### src/rtl/scan_decoder_if.sv
// Bus bundle for scan_decoder: control/address in, registered one-hot and status out.
interface scan_decoder_if #(
    parameter int unsigned ADDR_WIDTH = 2,
    parameter int unsigned NUM_OUT    = 4
);
    logic                  enable;
    logic                  mode;
    logic [ADDR_WIDTH-1:0] address;
    logic [NUM_OUT-1:0]    out;
    logic [ADDR_WIDTH-1:0] index;
    logic                  wrap;
    logic                  err;

    modport master (
        output enable, mode, address,
        input  out, index, wrap, err
    );

    modport slave (
        input  enable, mode, address,
        output out, index, wrap, err
    );
endinterface

### src/rtl/scan_decoder.sv
// Registered one-hot decoder with direct-decode and prescaled auto-scan modes.
// Optional: define SCAN_DECODER_ACTIVE_LOW_EN for one-cold (active-low) out.
module scan_decoder #(
    parameter int unsigned ADDR_WIDTH = 2,
    parameter int unsigned NUM_OUT    = 4,
    parameter int unsigned SCAN_DIV   = 1
) (
    input  logic           clk,
    input  logic           reset,
    scan_decoder_if.slave  bus
);

    typedef enum logic {
        ST_DIRECT = 1'b0,
        ST_SCAN   = 1'b1
    } state_e;

    localparam int unsigned PW = 16;
    localparam logic [PW-1:0]         DIV_LAST  = PW'(SCAN_DIV - 1);
    localparam logic [ADDR_WIDTH-1:0] LAST_IDX  = ADDR_WIDTH'(NUM_OUT - 1);
    localparam logic [ADDR_WIDTH:0]   NUM_OUT_X = (ADDR_WIDTH + 1)'(NUM_OUT);

`ifdef SCAN_DECODER_ACTIVE_LOW_EN
    localparam logic ACTIVE_LOW = 1'b1;
`else
    localparam logic ACTIVE_LOW = 1'b0;
`endif

    // Idle pattern doubles as the polarity mask applied to every decode.
    localparam logic [NUM_OUT-1:0] OUT_IDLE = {NUM_OUT{ACTIVE_LOW}};

    function automatic logic [NUM_OUT-1:0] decode(input logic [ADDR_WIDTH-1:0] idx);
        logic [NUM_OUT-1:0] v;
        v = '0;
        for (int unsigned k = 0; k < NUM_OUT; k++) begin
            v[k] = (idx == ADDR_WIDTH'(k));
        end
        return v ^ OUT_IDLE;
    endfunction

    state_e                state_q, state_d;
    logic [PW-1:0]         presc_q, presc_d;
    logic [ADDR_WIDTH-1:0] index_q, index_d;
    logic [NUM_OUT-1:0]    out_q,   out_d;
    logic                  wrap_q,  wrap_d;
    logic                  err_q,   err_d;

    // State register; state doubles as the registered previous mode.
    always_ff @(posedge clk or posedge reset) begin
        if (reset) begin
            state_q <= ST_DIRECT;
            presc_q <= '0;
            index_q <= '0;
            out_q   <= OUT_IDLE;
            wrap_q  <= 1'b0;
            err_q   <= 1'b0;
        end else begin
            state_q <= state_d;
            presc_q <= presc_d;
            index_q <= index_d;
            out_q   <= out_d;
            wrap_q  <= wrap_d;
            err_q   <= err_d;
        end
    end

    // Next-state and output decode.
    always_comb begin
        state_d = bus.mode ? ST_SCAN : ST_DIRECT;
        presc_d = presc_q;
        index_d = index_q;
        out_d   = OUT_IDLE;
        wrap_d  = 1'b0;
        err_d   = 1'b0;

        if (!bus.mode) begin
            presc_d = '0;
            if (bus.enable) begin
                if ({1'b0, bus.address} < NUM_OUT_X) begin
                    index_d = bus.address;
                    out_d   = decode(bus.address);
                end else begin
                    err_d = 1'b1;
                end
            end
        end else if (state_q == ST_DIRECT) begin
            // Entering scan: restart the prescaler, show the current index, never step.
            presc_d = '0;
            if (bus.enable) begin
                out_d = decode(index_q);
            end
        end else if (bus.enable) begin
            if (presc_q == DIV_LAST) begin
                presc_d = '0;
                if (index_q == LAST_IDX) begin
                    index_d = '0;
                    wrap_d  = 1'b1;
                end else begin
                    index_d = index_q + ADDR_WIDTH'(1);
                end
            end else begin
                presc_d = presc_q + PW'(1);
            end
            out_d = decode(index_d);
        end
    end

    assign bus.out   = out_q;
    assign bus.index = index_q;
    assign bus.wrap  = wrap_q;
    assign bus.err   = err_q;

endmodule

### src/flat_wrapper.sv
// flat-port wrapper written by rule: the top's interface ports become plain ports
module scan_decoder_flat 
#(
    parameter int unsigned ADDR_WIDTH = 2,
    parameter int unsigned NUM_OUT    = 4,
    parameter int unsigned SCAN_DIV   = 1
)
  (clk, reset, bus_enable, bus_mode, bus_address, bus_out, bus_index, bus_wrap, bus_err);
  scan_decoder_if #(.ADDR_WIDTH(ADDR_WIDTH), .NUM_OUT(NUM_OUT)) bus_i ();
  input  logic clk;
  input  logic reset;
  input wire logic [$bits(bus_i.enable)-1:0] bus_enable;
  input wire logic [$bits(bus_i.mode)-1:0] bus_mode;
  input wire logic [$bits(bus_i.address)-1:0] bus_address;
  output wire logic [$bits(bus_i.out)-1:0] bus_out;
  output wire logic [$bits(bus_i.index)-1:0] bus_index;
  output wire logic [$bits(bus_i.wrap)-1:0] bus_wrap;
  output wire logic [$bits(bus_i.err)-1:0] bus_err;
  assign bus_i.enable = bus_enable;
  assign bus_i.mode = bus_mode;
  assign bus_i.address = bus_address;
  assign bus_out = bus_i.out;
  assign bus_index = bus_i.index;
  assign bus_wrap = bus_i.wrap;
  assign bus_err = bus_i.err;
  scan_decoder #(.ADDR_WIDTH(ADDR_WIDTH), .NUM_OUT(NUM_OUT), .SCAN_DIV(SCAN_DIV)) u_core (.clk(clk), .reset(reset), .bus(bus_i));
endmodule
### config.mk
export PLATFORM = sky130hd
export DESIGN_NAME = scan_decoder_flat
export DESIGN_NICKNAME = d
export VERILOG_FILES = /design/src/rtl/scan_decoder_if.sv /design/src/rtl/scan_decoder.sv /design/src/flat_wrapper.sv
export SDC_FILE = /design/constraint.sdc
export NUM_CORES = 1
export LEC_CHECK = 0
export ABC_AREA = 1
export CORE_ASPECT_RATIO = 1.5
export CORE_MARGIN = 8
export CORE_UTILIZATION = 50
export DETAILED_ROUTE_END_ITERATION = 10
export PLACE_DENSITY_LB_ADDON = 0.15
export SYNTH_ARGS = -nofsm -noshare
export SYNTH_HDL_FRONTEND = slang
export SYNTH_SLANG_ARGS = --single-unit
### constraint.sdc
create_clock -name clk -period 1.6 [get_ports clk]
set_input_delay 0.16 -clock clk [delete_from_list [all_inputs] [get_ports clk]]
set_output_delay 0.16 -clock clk [all_outputs]
set_load 0.02 [all_outputs]
-- Yosys cells after proc, flatten, opt, wreduce, memory -nomap -nowiden
Index checks and enable logic that the tools add are counted.
- bits in registers: 24
- input bits: 6
- output and inout bits: 8
- word-level logic and storage cells: 49
- $add $sub $neg: 2
- equal/unequal tests: 12
- muxes and demuxes: 24
- reductions and logical operators: 6
- operator list (kind ; number):
    2-to-1 mux 16 bit ; 4
    2-to-1 mux 4 bit ; 5
    2-to-1 mux 2 bit ; 9
    adder 16 x 1 -> 16 bit, second input constant ; 1
    zero test 16 bit ; 1
    equality test 2 bit, second input constant ; 6
    equality test 2 x 1 -> 1 bit, second input constant ; 3
    zero test 2 bit ; 3
    2-to-1 mux 1 bit ; 6
    inequality test 3 bit, second input constant ; 1
    AND reduction 3 bit ; 1
    adder 2 x 1 -> 2 bit, second input constant ; 1
    inequality test 2 x 1 -> 1 bit, second input constant ; 1
    inequality test 2 bit, second input constant ; 1
    nonzero test 2 bit ; 1

-- Logic depth before layout (Yosys ltp)
- word-level depth: 10
- mapped depth: 11
- mapped depth without buffers: 11

-- Least setup slack after synthesis
OpenSTA, ideal clock, no wires.
- path kind: register to register
- start: register u_core.presc_q[0]
- end: register u_core.presc_q[15]
- setup time: 0.119 ns
- arrival: 1.357 ns
- required time: 1.481 ns
- slack: 0.124 ns
- stages on the path, launching flop included: 11
- buffers on the path: 1
- clock period less this slack: 1.476 ns
- path through: dfrtp_1 > inv_1 > ha_1 > inv_1 > nor2_1 > nand2_2 > nor2_4 > a21oi_4 > buf_6 > nand3_1 > o21ai_2
- cells in the longest elaborated chain, start to end: 5
- elaborated cells on any way between the ends: 6
- those cells by class: 1 x add/sub; 4 x mux; 1 x reduce/logical
- RTL lines (item ; RTL line ; RTL):
    start: declaration ; scan_decoder.sv:42 ; logic [PW-1:0] presc_q, presc_d;
    start signal: assignment ; scan_decoder.sv:59 ; presc_q <= presc_d;
    adder 16 x 1 -> 16 bit / zero test 16 bit (equally long branches) ; scan_decoder.sv:102, scan_decoder.sv:93 ;
    2-to-1 mux 16 bit (*) ; scan_decoder.sv:93 ; if (presc_q == DIV_LAST) begin
    2-to-1 mux 16 bit (*) ; scan_decoder.sv:92 ; end else if (bus.enable) begin
    2-to-1 mux 16 bit (*) ; scan_decoder.sv:86 ; end else if (state_q == ST_DIRECT) begin
    2-to-1 mux 16 bit (*) ; scan_decoder.sv:76 ; if (!bus.mode) begin
Every way passes the cells marked *; elsewhere a longest branch is shown, timed or not. The select of a mux whose other input is x is not followed.
A chain may end at the register's enable or synchronous reset.

-- Worst setup path in the final report
- start: register u_core.index_q[1] (netlist: u_core.bus.index[1])
- end: output bus_index[1]
- RTL lines (item ; RTL line ; RTL):
    start: declaration ; scan_decoder.sv:43 ; logic [ADDR_WIDTH-1:0] index_q, index_d;
    start signal: assignment ; scan_decoder.sv:60 ; index_q <= index_d;
    end: declaration ; flat_wrapper.sv:16 ; output wire logic [$bits(bus_i.index)-1:0] bus_index;
No word-level cell between the ends.

==> flow_summary.yaml <==
drt:
  drtIter0Drc: 44
  firstDrtPassIters: 4
  drt-total-wl_um: 3800
  via_count: 1535
  vias_per_cell: 5.00
  wire_per_inst_um: 12.4
  drc_errors: 0
  ant_nets: 0
place:
  port-buffer-count: 12
  place_area_um2: 1900
  gp_congestion: 0.841
  place_hpwl_um: 2940
clocking:
  clock-root-buffer: "clkbuf_8"
  clock-sinks: 24
  clk_latency_ns: 0.27
  cts_inserted_buffers: 3
  path_clk_slew_ns: 0.09
  postCtsHoldBufs: 0
  clockBufferDepth: 2
  h-tree-depth: 1
  cts_tree: "done"
worst_setup_path:
  cp.arrival_ns: 1.37
  critPathBufInv: 1
  cpLargestDelayFamily: "buffers and inverters"
  start_kind: "register"
  cp_slowest_cell: "clkdlybuf4s50_1"
  cp_cell_sequence: "clkdlybuf4s50_1"
  required_ns: 1.44
  max_stage_delay_ns: 0.66
  cp_max_fo: 6
  path_class: "reg2out"
  critPathCaptureType: "output port"
finish:
  finish.utilization_pct: 59.5
  syn_to_final_growth_pct: 15.6
  drive_above_1_share_pct: 18.9
  design_area_um2: 1990
  layout.nets: 278
  antennaDiodeCount: 0
yosys:
  syn_nets: 257
  synth-compound-area-share_pct: 10.7
  synth_seq_cells: 24
  async_reset_ff_share_pct: 100
  synth_area_per_cell_um2: 7.04
  syn_area_um2: 1730
  synth-xor-area-share_pct: 1.02
  synth_edf_count: 0
  yosysSeqAreaShare_pct: 34.8
  synth_cell_type_count: 31
  synth_top_family_by_area: "simple AND/OR/NAND/NOR gates"
  synthAdderAreaFrac_pct: 4.35
  synthSimpleGateAreaFrac_pct: 39.5
  synth_cells: 245
  muxShareOfSynthArea_pct: 0
  synth_flop_cell: "dfrtp_1"
  yosysWarningCount: 0
sta:
  fin_setup_tns_ns: 0
  timing.hold.ws_ns: 0.237
  skew_ns: 0.00354
  post-route-min-period_ns: 1.53
  final-setup-viol-count: 0
  drv_slew: 0
  max_freq_mhz: 652
  finalCritPeriodShare_pct: 95.9
  finalHoldViolCount: 0
floorplanning:
  die_h_um: 87.9
  core_area_um2: 3350
  ioPinCount: 14
  initial_utilization_pct: 51.5
  placementRows: 26
  die_w_um: 64.0
  dieArea_um2: 5630
pwr:
  internal_power_uw: 962
  p_comb_share_pct: 20.6
  clkPwrFrac_pct: 30.9
  p_sw_share_pct: 28.3
  leakagePower_uw: 0.000990
  powerDensity_nw_per_um2: 673
  p_switching_uw: 380
  peakVddDrop_v: 0.000510
  total_power_uw: 1340
  share_seq_of_total_power_pct: 48.5
global_routing:
  grt_pass1_wl_um: 6380
  first_global_vias: 1491
  grt_overflow: 0
  antenna_found_initial: 0
  grt_start_max_net_pins: 25
  track_usage_pct: 14.0
status:
  status: "complete, no violations"
run:
  maxCapViolations: 0
min_path:
  min_path_type: "in2async"
cell usage in the layout (no fill, tap or decap):
cell and n:
nand2_1 71, inv_1 26, nor2_1 26, dfrtp_1 24
nand3_1 23, o21ai_0 12, nand2_2 11, clkdlybuf4s50_1 11
buf_4 9, nor2_2 8, nor2_4 6, ha_1 5
inv_2 4, clkbuf_8 4, o21ai_2 3, o21ai_1 2
nor3_1 2, a31oi_1 2, a21oi_4 1, o21bai_2 1
o211ai_2 1, a21oi_1 1, o21bai_1 1, nand3b_1 1
nor4_1 1, o31ai_1 1, xnor2_1 1, xor2_1 1
a21boi_0 1, a21boi_1 1, ha_2 1, conb_1 1
dlymetal6s2s_1 1, buf_6 1
per-layer routing:
layer	part of all wire, %	GRT usage [%]	wire, µm
met1	41	13.9	1560
met2	56	27.7	2110
met3	2.2	2.30	82
met5	0	0	0
met4	1.2	5.50	45
power by group through the flow:
stage / clock (µW) / combinational [µW] / sequential (µW)
after CTS: 428 / 277 / 651
after floorplan: 0 / 146 / 685
final: 415 / 276 / 651
after global routing: 444 / 306 / 654
after detailed placement: 0 / 275 / 663
after global placement: 0 / 277 / 662
worst paths after layout:
path	start	to	slack (ns)	depth (start not counted)
max in group asynchronous	reset	u_core.presc_q[14]$_DFFE_PP0P_	1.12	3
worst min register to register	u_core.presc_q[14]$_DFFE_PP0P_	u_core.presc_q[14]$_DFFE_PP0P_	0.55	2
worst min-delay path	reset	u_core.presc_q[13]$_DFFE_PP0P_	0.24	3
worst max register to register	u_core.presc_q[0]$_DFFE_PP0P_	u_core.presc_q[15]$_DFFE_PP0P_	0.09	10
min in group clk	bus_mode	u_core.state_q$_DFF_PP0_	0.54	2
worst max-delay path	u_core.bus.index[1]$_DFFE_PP0P_	bus_index[1]	0.07	1
sequential cells by signal, summed over array words and instances (netlist names):
name              cells
u_core.state_q        1
u_core.bus.index      2
u_core.bus.wrap       1
u_core.bus.out        4
u_core.presc_q       16
metrics by stage:
step / std cells / worst slack, ns
5_1_grt: 307 / -0.0166
2_1_floorplan: 245 / 0.124
3_5_place_dp: 300 / 0.000601
4_1_cts: 304 / 0.00182
6_report: 307 / 0.0663
3_3_place_gp: 300 / 0.0628
cells by family after synthesis:
| family | Yosys count |
|---|---|
| other cells | 1 |
| buf+inv | 36 |
| fa+ha+maj | 6 |
| simple gates | 149 |
| compound gates | 27 |
| xor+xnor | 2 |
| flops | 24 |
synth_stat cells, types with 2 or more instances:
library cell | instances | area (µm²)
a31oi_1 | 2 | 12.5
buf_4 | 3 | 22.5
buf_6 | 2 | 22.5
dfrtp_1 | 24 | 601
ha_1 | 6 | 75.1
inv_1 | 27 | 101
inv_2 | 3 | 11.3
nand2_1 | 73 | 274
nand2_2 | 9 | 56.3
nand3_1 | 23 | 115
nor2_1 | 27 | 101
nor2_2 | 7 | 43.8
nor2_4 | 6 | 67.6
nor3_1 | 2 | 10.0
o21ai_0 | 12 | 60.1
o21ai_1 | 2 | 10.0
o21ai_2 | 3 | 26.3
what timing repair did:
item,in CTS,in global routing
resized for setup,0,7
setup endpoints to repair,0,19
buffers inserted,0,3
cell type report:
| type | instances | area [µm²] |
|---|---|---|
| multi-input cells | 185 | 972 |
| well taps | 42 | 52.6 |
| clock buffers | 4 | 55.1 |
| fillers | 329 | 1360 |
| repair buffers | 22 | 201 |
| flip-flops and latches | 24 | 601 |
| inverters | 30 | 113 |
(Power assumes the default switching activity.)
